[src/rtl/mini_cpu_pkg.sv]
// Shared definitions for the mini CPU pipeline: M-extension funct3 codes,
// the multiply/divide FSM encoding and the datapath width.
package mini_cpu_pkg;

   localparam int unsigned XLEN  = 32;
   localparam int unsigned CNT_W = $clog2(XLEN);

   localparam logic [6:0] MULDIV_FUNCT7 = 7'h01;

   localparam logic [2:0] F3_MUL    = 3'b000;
   localparam logic [2:0] F3_MULH   = 3'b001;
   localparam logic [2:0] F3_MULHSU = 3'b010;
   localparam logic [2:0] F3_MULHU  = 3'b011;
   localparam logic [2:0] F3_DIV    = 3'b100;
   localparam logic [2:0] F3_DIVU   = 3'b101;
   localparam logic [2:0] F3_REM    = 3'b110;
   localparam logic [2:0] F3_REMU   = 3'b111;

   typedef enum logic [1:0] {
      IDLE = 2'd0,
      CALC = 2'd1,
      FIX  = 2'd2,
      DONE = 2'd3
   } md_state_t;

   // MUL is treated as unsigned: its low product half is sign-agnostic.
   function automatic logic f3_rs1_signed(input logic [2:0] f3);
      return (f3 == F3_MULH) || (f3 == F3_MULHSU) || (f3 == F3_DIV) || (f3 == F3_REM);
   endfunction

   function automatic logic f3_rs2_signed(input logic [2:0] f3);
      return (f3 == F3_MULH) || (f3 == F3_DIV) || (f3 == F3_REM);
   endfunction

endpackage

[src/rtl/md_negate.sv]
// Conditional two's-complement of a W-bit value; purely combinational.
module md_negate #(
   parameter int unsigned W = 32
) (
   input  logic         i_neg,
   input  logic [W-1:0] i_val,
   output logic [W-1:0] o_val
);

   assign o_val = i_neg ? (~i_val + {{(W-1){1'b0}}, 1'b1}) : i_val;

endmodule

[src/rtl/ex_muldiv.sv]
// Iterative RV32M multiply/divide unit: shift-add multiply, restoring divide,
// one bit per cycle, stalling the upstream pipeline while busy.
module ex_muldiv
   import mini_cpu_pkg::*;
(
   input  logic            clk,
   input  logic            reset,
   input  logic            in_valid,
   input  logic [2:0]      in_funct3,
   input  logic [XLEN-1:0] in_rs1_data,
   input  logic [XLEN-1:0] in_rs2_data,
   input  logic [4:0]      in_rd_addr,
   input  logic            flush,
   output logic            stall,
   output logic            out_valid,
   output logic [XLEN-1:0] out_result,
   output logic [4:0]      out_rd_addr
);

   md_state_t        r_state;
   md_state_t        w_state_next;
   logic [2:0]       r_funct3;
   logic [4:0]       r_rd;
   logic             r_neg1;
   logic             r_neg2;
   logic [XLEN-1:0]  r_hi;
   logic [XLEN-1:0]  r_lo;
   logic [XLEN-1:0]  r_op;
   logic [XLEN-1:0]  r_result;
   logic [CNT_W-1:0] r_cnt;

   logic              w_accept;
   logic              w_rs1_neg;
   logic              w_rs2_neg;
   logic [XLEN-1:0]   w_rs1_mag;
   logic [XLEN-1:0]   w_rs2_mag;
   logic              w_is_div;
   logic              w_div_zero;
   logic              w_div_ovf;
   logic              w_fast;
   logic [XLEN-1:0]   w_fast_result;
   logic              w_r_is_div;
   logic [XLEN:0]     w_mul_sum;
   logic [XLEN:0]     w_div_shift;
   logic [XLEN:0]     w_div_trial;
   logic              w_div_ok;
   logic [2*XLEN-1:0] w_fix_in;
   logic [2*XLEN-1:0] w_fix_out;
   logic              w_fix_neg;
   logic [XLEN-1:0]   w_fix_result;

   assign w_accept  = (r_state == IDLE) && in_valid && !flush;
   assign w_rs1_neg = f3_rs1_signed(in_funct3) && in_rs1_data[XLEN-1];
   assign w_rs2_neg = f3_rs2_signed(in_funct3) && in_rs2_data[XLEN-1];

   md_negate #(.W(XLEN)) u_neg_rs1 (
      .i_neg (w_rs1_neg),
      .i_val (in_rs1_data),
      .o_val (w_rs1_mag)
   );

   md_negate #(.W(XLEN)) u_neg_rs2 (
      .i_neg (w_rs2_neg),
      .i_val (in_rs2_data),
      .o_val (w_rs2_mag)
   );

   // Cases with an architecturally fixed answer bypass the iteration.
   assign w_is_div   = in_funct3[2];
   assign w_div_zero = w_is_div && (in_rs2_data == '0);
   assign w_div_ovf  = w_is_div && !in_funct3[0]
                       && (in_rs1_data == {1'b1, {(XLEN-1){1'b0}}})
                       && (in_rs2_data == '1);
   assign w_fast     = w_div_zero || w_div_ovf;

   always_comb begin
      w_fast_result = '0;
      if (w_div_zero)
         w_fast_result = in_funct3[1] ? in_rs1_data : '1;
      else
         w_fast_result = in_funct3[1] ? '0 : {1'b1, {(XLEN-1){1'b0}}};
   end

   assign w_r_is_div = r_funct3[2];

   assign w_mul_sum   = {1'b0, r_hi} + (r_lo[0] ? {1'b0, r_op} : '0);
   assign w_div_shift = {r_hi, r_lo[XLEN-1]};
   assign w_div_trial = w_div_shift - {1'b0, r_op};
   assign w_div_ok    = !w_div_trial[XLEN];

   // One shared 64-bit negator handles product, quotient and remainder.
   always_comb begin
      w_fix_in  = {r_hi, r_lo};
      w_fix_neg = r_neg1 ^ r_neg2;
      if (w_r_is_div) begin
         if (r_funct3[1]) begin
            w_fix_in  = {{XLEN{1'b0}}, r_hi};
            w_fix_neg = r_neg1;
         end else begin
            w_fix_in  = {{XLEN{1'b0}}, r_lo};
         end
      end
   end

   md_negate #(.W(2*XLEN)) u_neg_fix (
      .i_neg (w_fix_neg),
      .i_val (w_fix_in),
      .o_val (w_fix_out)
   );

   assign w_fix_result = (!w_r_is_div && (r_funct3 != F3_MUL)) ?
                         w_fix_out[2*XLEN-1:XLEN] : w_fix_out[XLEN-1:0];

   always_ff @(posedge clk) begin
      if (reset)
         r_state <= IDLE;
      else
         r_state <= w_state_next;
   end

   always_comb begin
      w_state_next = r_state;
      if (flush) begin
         w_state_next = IDLE;
      end else begin
         case (r_state)
            IDLE: if (in_valid) w_state_next = w_fast ? DONE : CALC;
            CALC: if (r_cnt == '0) w_state_next = FIX;
            FIX:  w_state_next = DONE;
            DONE: w_state_next = IDLE;
            default: w_state_next = IDLE;
         endcase
      end
   end

   always_ff @(posedge clk) begin
      if (reset) begin
         r_funct3 <= '0;
         r_rd     <= '0;
         r_neg1   <= 1'b0;
         r_neg2   <= 1'b0;
         r_hi     <= '0;
         r_lo     <= '0;
         r_op     <= '0;
         r_result <= '0;
         r_cnt    <= '0;
      end else if (!flush) begin
         case (r_state)
            IDLE: begin
               if (in_valid) begin
                  r_funct3 <= in_funct3;
                  r_rd     <= in_rd_addr;
                  r_neg1   <= w_rs1_neg;
                  r_neg2   <= w_rs2_neg;
                  r_cnt    <= CNT_W'(XLEN - 1);
                  r_hi     <= '0;
                  r_lo     <= w_is_div ? w_rs1_mag : w_rs2_mag;
                  r_op     <= w_is_div ? w_rs2_mag : w_rs1_mag;
                  if (w_fast)
                     r_result <= w_fast_result;
               end
            end
            CALC: begin
               r_cnt <= r_cnt - 1'b1;
               // Divide: hi is the partial remainder, lo shifts the dividend out and the quotient in.
               if (w_r_is_div) begin
                  r_hi <= w_div_ok ? w_div_trial[XLEN-1:0] : w_div_shift[XLEN-1:0];
                  r_lo <= {r_lo[XLEN-2:0], w_div_ok};
               end else begin
                  r_hi <= w_mul_sum[XLEN:1];
                  r_lo <= {w_mul_sum[0], r_lo[XLEN-1:1]};
               end
            end
            FIX: r_result <= w_fix_result;
            default: ;
         endcase
      end
   end

   assign stall       = w_accept || (r_state == CALC) || (r_state == FIX);
   assign out_valid   = (r_state == DONE);
   assign out_result  = (r_state == DONE) ? r_result : '0;
   assign out_rd_addr = (r_state == DONE) ? r_rd : '0;

endmodule

[config.mk]
export PLATFORM = sky130hd
export DESIGN_NAME = ex_muldiv
export DESIGN_NICKNAME = d
export VERILOG_FILES = /design/src/rtl/mini_cpu_pkg.sv /design/src/rtl/md_negate.sv /design/src/rtl/ex_muldiv.sv
export SDC_FILE = /design/constraint.sdc
export NUM_CORES = 1
export LEC_CHECK = 0
export BUFFER_PORTS_ARGS = -buffer_cell sky130_fd_sc_hd__buf_2
export CAP_MARGIN = 25
export CORE_MARGIN = 2
export CORE_UTILIZATION = 50
export DETAILED_ROUTE_END_ITERATION = 8
export GPL_ROUTABILITY_DRIVEN = 1
export GPL_TIMING_DRIVEN = 0
export PLACE_DENSITY = 0.67
export SKIP_LAST_GASP = 1
export SYNTH_ARGS = -nofsm -noshare
export SYNTH_HDL_FRONTEND = slang
export SYNTH_SLANG_ARGS = --single-unit
[constraint.sdc]
create_clock -name clk -period 6.15 [get_ports clk]
set_input_delay 0.3075 -clock clk [delete_from_list [all_inputs] [get_ports clk]]
set_output_delay 0.3075 -clock clk [all_outputs]
set_load 0.01 [all_outputs]
==> Word level (Yosys, flattened, before mapping) <==
Cells that the tools add are included.
{ "word_totals": {"regBits": 145, "out_inout_bits": 39} }
{ "classes": {"n_addsub": 6, "n_eq_ne": 12, "muxes": 32, "bitwise_logic": 5, "n_reduce_logical": 32} }
{ "op_table": {"columns": ["op", "n"], "rows": [
  ["$mux W32", 18],
  ["$pmux W32 S2", 3],
  ["$mux W64", 2],
  ["$add A32 B1 Y32 const B", 2],
  ["$add A64 B1 Y64 const B", 1],
  ["$eq A32 B32 Y1 const B", 2],
  ["$not A32 Y32", 2],
  ["$not A64 Y64", 1],
  ["$add A32 B32 Y33", 1],
  ["$sub A33 B32 Y33", 1],
  ["$logic_not A32 Y1", 1],
  ["$mux W5", 2],
  ["$pmux W5 S2", 1],
  ["$logic_and A1 B1 Y1", 9],
  ["$logic_or A1 B1 Y1", 8],
  ["$pmux W2 S4", 1],
  ["$eq A3 B3 Y1 const B", 2],
  ["$mux W2", 3],
  ["$ne A2 B2 Y1 const B", 3],
  ["$reduce_and A3 Y1", 2],
  ["$logic_not A5 Y1", 1],
  ["$sub A5 B1 Y5 const B", 1],
  ["$eq A2 B2 Y1 const B", 2],
  ["$logic_not A1 Y1", 4],
  ["other kinds (12)", 14]
]} }

==> Logic depth before layout (Yosys ltp) <==
Gate-level depths: netlist of the first run.
{ "logic_depth": {"ltp_word": 9, "mapped_depth": 20, "ltp_nobuf": 15} }

==> Cells and area by module <==
Synthesis of the first run repeated with hierarchy kept, for this count alone.
{ "hier_totals": {"cells_unflattened": 1999, "area_unflattened_um2": 15712.6} }
{ "modules_own_cells": {"columns": ["module", "n_inst", "cells_each", "area_per_inst_um2"], "rows": [
  ["ex_muldiv", 1, 1595, 12509.5],
  ["md_negate (u_neg_fix)", 1, 206, 1649.1],
  ["md_negate (u_neg_rs1 ...)", 2, 99, 777.0]
]} }

==> Least setup slack after synthesis of the first run <==
Ideal clock, no wire load.
{ "synth_timing": {"kind": "register -> register", "from": "register r_funct3[1]", "to": "register r_result[28]", "setup_time_ps": 128, "arrival_time_ps": 4303, "required_ps": 6022, "path_slack_ps": 1720, "stages_incl_launch_ff": 20, "synth_period_minus_slack_ps": 4430, "path_cell_list": "dfxtp_1 and2_1 buf_2 buf_2 clkbuf_1 clkbuf_1 buf_2 mux2i_1 ha_1 inv_1 a211oi_1 and4_1 nand3_2 or4_1 buf_2 o41ai_2 xor2_1 o2111ai_1 o21ai_1 nor2_1"} }
{ "synth_via": {"elab_chain_cells": 7, "word_cells_on_any_way": 11, "cone_classes": "add/sub: 1; mux: 7; bitwise: 1; reduce/logical: 2"} }
{ "synth_rtl": {"columns": ["element", "line_no", "text"], "rows": [
  ["from (decl)", "ex_muldiv.sv:22", "logic [2:0] r_funct3;"],
  ["from (signal assigned)", "ex_muldiv.sv:151", "r_funct3 <= in_funct3;"],
  ["$mux W32", "ex_muldiv.sv:96", "if (r_funct3[1]) begin"],
  ["$mux W64", "ex_muldiv.sv:95", "if (w_r_is_div) begin"],
  ["$not A64 Y64", "md_negate.sv:10", "assign o_val = i_neg ? (~i_val + {{(W-1){1'b0}}, 1'b1}) : i_val;"],
  ["$add A64 B1 Y64", "md_negate.sv:10", null],
  ["$mux W64", "md_negate.sv:10", null],
  ["$mux W32 (*)", "ex_muldiv.sv:111", "assign w_fix_result = (!w_r_is_div && (r_funct3 != F3_MUL)) ?"],
  ["$pmux W32 S2 (*)", "ex_muldiv.sv:148", "case (r_state)"],
  ["to (signal assigned)", "ex_muldiv.sv:160", "r_result <= w_fast_result;"],
  ["to (signal assigned)", "ex_muldiv.sv:174", "FIX: r_result <= w_fix_result;"],
  ["to (decl)", "ex_muldiv.sv:29", "logic [XLEN-1:0] r_result;"]
]} }
Mark *: on every way between the ends. The rest lies on a longest branch, timed or not.
A chain may end at the register's enable or synchronous reset.

==> Final worst setup path of the first run <==
{ "layout_timing": {"from": "register r_funct3[1]", "to": "register r_result[30]"} }
The elaborated chain is that of the path after synthesis.

==> impl_metrics.toml, run 1 <==
[critical_path]
path_delay_family = "buffers and inverters"
startpoint = "r_funct3[1]"
crit_end = "r_result[30]"
critical_path_cell_count = 17
r2r_start = "r_funct3[1]"
path_max_fanout = 28
crit_path_cell_trace = "and2_1 -> buf_2 -> buf_2 -> buf_2 -> mux2i_1 -> ha_1 -> inv_1 -> a211oi_1 -> and4_1 -> nand3_2 -> or2_1 -> clkbuf_1 -> or2_1 -> o31ai_1 -> o21ai_0 -> a211oi_1 -> nor3_1"
r2r_end = "r_result[30]"
path_buf_inv = 5
crit_slowest_cell = "buf_2"
cpPeakStageDelay_ns = 0.61
critical_path_class = "reg2reg"
crit_path_start_kind = "register"
cp-end-kind = "register"
cpMostUsedCell = "buf_2"
worst_r2r_path_depth = 17
worstPathArrival_ns = 5.92
crit_required_ns = 6.47
r2r_slack_ns = 0.55

[power]
power.leakage_nw = 6.71
peakVddDrop_mv = 0.242
pwr_density_cell_nw_per_um2 = 189

[synth]
synth_seq_area_share_pct = 18.9
ys_warn_count = 0
syn_inst = 2138
synth-edff-count = 0
ys.flop_type = "dfxtp_1"
synth_area_per_cell_sq_um = 7.18
async_flop_share_pct = 0
syn_nets = 2290
yosysUniqueCellTypes = 90
syn_area_sq_um = 15300
synth-seq-cells = 145

[floorplan]
die_x_microns = 179
start_util_pct = 50.4
die_y_microns = 179
rows = 64
dieArea_sq_um = 32100
core_area_sq_um = 30400
io_pins = 115

[routing]
drt-initial-drc-count = 2243
wirelength_microns = 71300
drcViolationCount = 0
viasPerCell = 6.69
drtAntennaViolNets = 0
via_count = 17900
detail_route.wl_per_cell_microns = 26.6
dr.pass1.iters = 6

[placed_design]
port_buffers = 111
gp_congestion = 1.06
dp_hpwl_microns = 56700
dp_cells = 2648
dp_slack_ns = -0.132

[cts]
ctsResizeCount = 0
htree_levels = 4
cts_root_buf = "clkbuf_16"
cts_sinks = 145
clk_pin_slew_ns = 0.07
cts_tree = "yes"
cts_hold_buf = 0
clk_path_buf_depth = 2
insertion_delay_ns = 0.48
cts_inserted_buffers = 17

[sta]
hold_viol_final = 0
setup_ws_ns = 0.550
finalCritPeriodShare_pct = 91.1
timing.slew.headroom_pct = 24.9
max_clock_freq_mhz = 179
rsz0062_at_grt = "no"
finalClockSkew_ns = 0.0224
post-route-min-period_ns = 5.60
drv_slew = 0
setup_viol = 0
worst_pin_slew_ns = 1.12

[grt]
grt_max_degree = 20
grt_pass1_vias = 16100
track_usage_pct = 43.8
gr-total-overflow = 0
grt_pass1_wl_microns = 103000
antenna_found_initial = 1

[flow_run]
cap_violations = 0

[layout]
nets = 2422
diodes = 0
instances_no_fill = 2679
layout-drive-gt1-share_pct = 10.3
fillers = 3090
area_delta_synth_final_pct = 10.8

[worst_hold_path]
hp-class = "in2reg"

[run_status]
status = "completed"
==> tightest hold or removal path, stage by stage <==
cell,delay [ns]
buf_2,0.09
nand2_1,0.05
a21oi_1,0.05
==> layout make-up <==
class,count,area [sq um],area share [%]
repair buffers,115,581,3.41
plain buffers,153,614,3.61
multi-input cells,1774,11600,68.1
well taps,396,495,2.91
clock buffers,17,425,2.50
clock inverters,15,164,0.964
inverters,64,240,1.41
flip-flops and latches,145,2900,17.1
==> cell usage in the layout (no fill, tap or decap), types with 26 or more instances in the layout <==
cell,netlist,routed
nor2_1,229,229
nand2_1,173,173
a21oi_1,166,166
o21ai_0,159,159
dfxtp_1,145,145
buf_2,14,126
clkbuf_1,127,125
xnor2_1,97,97
and2_1,86,86
a211oi_1,81,81
nor3_1,80,80
ha_1,74,74
mux2i_1,65,65
xor2_1,64,64
inv_1,63,63
a21o_1,40,40
o211ai_1,33,33
mux2_2,33,33
nand3_1,30,30
a31oi_1,26,26
==> layer usage <==
| metal | track usage (%) | share of wire (%) | vias to the layer above | wire length, microns |
|---|---|---|---|---|
| met5 | 0 | 0.024 | - | 17 |
| met4 | 22.9 | 5.8 | 2 | 4120 |
| met3 | 8.57 | 11 | 228 | 8140 |
| met2 | 64.1 | 41 | 1155 | 29500 |
| met1 | 60.5 | 41 | 8471 | 29500 |
| li1 | - | - | 8056 | - |
==> cell families (layout without fill, tap and decap cells) <==
family / count (synthesis) / after routing / synth area share, %
and+or+nand+nor: 760 / 760 / 24.7
AOI/OAI and AO/OA: 679 / 679 / 28.6
DFF: 145 / 145 / 18.9
buffers and inverters: 219 / 364 / 5.62
muxes: 98 / 98 / 6.66
adders and majority gates: 76 / 76 / 6.29
xor gates and xnor gates: 161 / 161 / 9.19
==> repair_timing <==
| item | in CTS | in global routing |
|---|---|---|
| pin swaps | 0 | 0 |
| buffers inserted | 0 | 0 |
| endpoints found under the setup margin | 5 | 1 |
==> state kept, by name, summed over array words and instances (netlist names) <==
signal	flops
r_op	32
r_result	32
r_cnt	5
r_hi	32
r_neg1	1
r_funct3	3
r_rd	5
r_state	2
r_lo	32
r_neg2	1
==> synth_stat cells (all sizes together), types with 15 or more instances <==
master | count | area (sq um)
a211oi | 81 | 608
a21o | 40 | 300
a21oi | 166 | 831
a22oi | 21 | 158
a31oi | 26 | 163
and2 | 86 | 538
buf | 28 | 145
clkbuf | 127 | 477
dfxtp | 145 | 2900
ha | 74 | 926
inv | 63 | 236
mux2 | 33 | 372
mux2i | 65 | 651
nand2 | 174 | 656
nand2b | 21 | 131
nand3 | 31 | 160
nand4 | 16 | 100
nor2 | 232 | 883
nor2b | 16 | 100
nor3 | 84 | 447
nor4 | 23 | 180
o211ai | 33 | 248
o21a | 15 | 114
o21ai | 167 | 840
o31ai | 18 | 135
or3 | 15 | 98.8
xnor2 | 97 | 850
xor2 | 64 | 561
==> worst min-delay path by stage <==
stage	from	to	slack (ns)	cells after the start
detailed placement	r_rd[2]	r_rd[2]	0.44	2
finish	in_rd_addr[2]	r_rd[2]	0.08	3
global placement	r_rd[2]	r_rd[2]	0.44	2
global route	in_rd_addr[4]	r_rd[4]	0.10	3
floorplan	r_rd[0]	r_rd[0]	0.43	2
CTS	in_rd_addr[4]	r_rd[4]	0.08	3
==> stage by stage <==
step           setup TNS (ns)  total power [mW]  util, %  hold WS [ns]  area, sq um
6_report                    0              3.22     55.9        0.0838        17000
5_1_grt                     0              3.31     55.9         0.103        17000
4_1_cts                     0              3.16     55.9        0.0842        17000
3_5_place_dp           -0.278              2.06     53.9         0.445        16400
3_3_place_gp           -0.683              2.05     53.9         0.441        16400
2_1_floorplan               0              1.70        -         0.432        15300
==> where the power goes <==
group	total, mW	switching, mW	internal, mW
clock network	1.13	0.557	0.578
registers	1.06	0.0774	0.987
logic	1.02	0.663	0.355
Note: power is estimated with default switching activity, not from simulation.
==> inputs of run 2 (changes only) <==
--- a/config.mk
+++ b/config.mk
@@ -11,7 +11,6 @@
 export CORE_UTILIZATION = 50
 export DETAILED_ROUTE_END_ITERATION = 8
 export GPL_ROUTABILITY_DRIVEN = 1
-export GPL_TIMING_DRIVEN = 0
 export PLACE_DENSITY = 0.67
 export SKIP_LAST_GASP = 1
 export SYNTH_ARGS = -nofsm -noshare
==> run 2 against run 1 <==
  * Worst setup slack better by 0.71 ns
  * Clock-buffer cell count unchanged
  * Total power down 2.7%
  * Combinational power down 6%
==> impl_metrics.toml, run 2 (synthesis gave the netlist of run 1 again) <==
[sta]
rsz0062_at_grt = "no"
max_clock_freq_mhz = 204
setup_ws_ns = 1.26
worst_pin_slew_ns = 1.04
fin_tns_setup_ns = 0
finalClockSkew_ns = 0.0213
setup_viol = 0
post-route-min-period_ns = 4.89
finalCritPeriodShare_pct = 79.6
drv_slew = 0
timing.slew.headroom_pct = 30.5
hold_ws_ns = 0.0936
hold_viol_final = 0

[routing]
drcViolationCount = 0
wirelength_microns = 60100
via_count = 16700
detail_route.wl_per_cell_microns = 23.5
drtAntennaViolNets = 0
dr.pass1.iters = 6
routed-wl-met2_microns = 26000
dr_wl_met3_microns = 5510
viasPerCell = 6.54
drt-met1-wl_microns = 25900
drt-initial-drc-count = 2110
top_layer = "met4"

[cts]
clk_path_buf_depth = 2
cts_sinks = 145
cts_hold_buf = 0
cts_inserted_buffers = 17
ctsResizeCount = 0
insertion_delay_ns = 0.45
cts_tree = "yes"
htree_levels = 4
cts_root_buf = "clkbuf_16"
postCtsSetupBuffers = 0
clk_pin_slew_ns = 0.08

[layout]
layout-drive-gt1-share_pct = 12.1
final_common_cell = "nor2_1"
area_delta_synth_final_pct = 8.77
final_cell_mix = "nor2_1 (225), nand2_1 (173), a21oi_1 (166)"
fillers = 3066
stdcell_area_sq_um = 16700
nets = 2304
instances_no_fill = 2561
utilization_pct = 54.9
diodes = 0

[critical_path]
cp-end-kind = "register"
critical_path_class = "reg2reg"
crit_path_start_kind = "register"
path_max_fanout = 13
worstPathArrival_ns = 5.17
crit_required_ns = 6.42

[floorplan]
rows = 64
die_x_microns = 179
dieArea_sq_um = 32100
start_util_pct = 50.4
die_y_microns = 179
core_area_sq_um = 30400
io_pins = 115

[placed_design]
dp_cells = 2529
dp_slack_ns = 1.30
dp_hpwl_microns = 46100
gp_congestion = 1.03
port_buffers = 114
dpl_cell_area_sq_um = 16100

[power]
power.leakage_nw = 6.64
peakVddDrop_mv = 0.166
power_mw = 3.13
pwr_density_cell_nw_per_um2 = 188

[grt]
grt_pass1_vias = 14800
gr-total-overflow = 0
grt_max_degree = 91
grt_pass1_wl_microns = 89400
track_usage_pct = 36.9
antenna_found_initial = 0

[run_status]
status = "completed"

[worst_hold_path]
hp-class = "in2reg"

[flow_run]
cap_violations = 0
-- run 2: changes by cell type in the layout (fill, tap and decap cells not counted), moves of 2 or more --
cell and delta:
buf_1 -8, nor2_2 +3, clkinv_4 -2, buf_4 +28, nor2_1 -4, buf_2 -12, clkbuf_1 -125
-- run 2: cell type report --
cell class,count,area [sq um],share of cell area [%]
Multi-Input combinational cell,1774,11600,69.6
Sequential cell,145,2900,17.4
Timing Repair Buffer,150,841,5.04
Tap cell,396,495,2.97
Clock buffer,17,425,2.55
Inverter,64,240,1.44
Clock inverter,15,166,0.997
-- run 2: critical path, cell delays in order, from the launching register on --
cell	delay [ns]
dfxtp_1	0.59
inv_1	0.12
fa_1	0.44
nor2b_1	0.20
o31a_1	0.20
or4_1	0.14
and2_1	0.22
a21oi_1	0.11
o21a_1	0.23
a2111oi_1	0.79
nor3_1	0.09
buf_4	0.22
nor2_2	0.70
buf_4	0.36
mux2i_1	0.20
o21ai_0	0.10
-- run 2: worst paths after layout --
check	from	end	slack (ns)	depth (start not counted)
setup / recovery	r_hi[0]	r_hi[22]	1.26	15
hold / removal	in_rd_addr[1]	r_rd[1]	0.09	3
setup reg to reg	r_hi[0]	r_hi[22]	1.26	15
hold reg to reg	r_result[16]	r_result[16]	0.46	2
-- run 2: report_power, final --
group	leakage (nW)	switching (mW)	internal [mW]
sequential	1.18	0.0858	0.987
clock	0.288	0.518	0.581
combinational	5.17	0.606	0.351
-- run 2: routing by layer --
metal / vias to the layer above / GRT usage [%]
li1: 7778 / -
met1: 7959 / 50.6
met2: 832 / 55.9
met3: 169 / 7.12
met4: 0 / 16.3
met5: - / 0
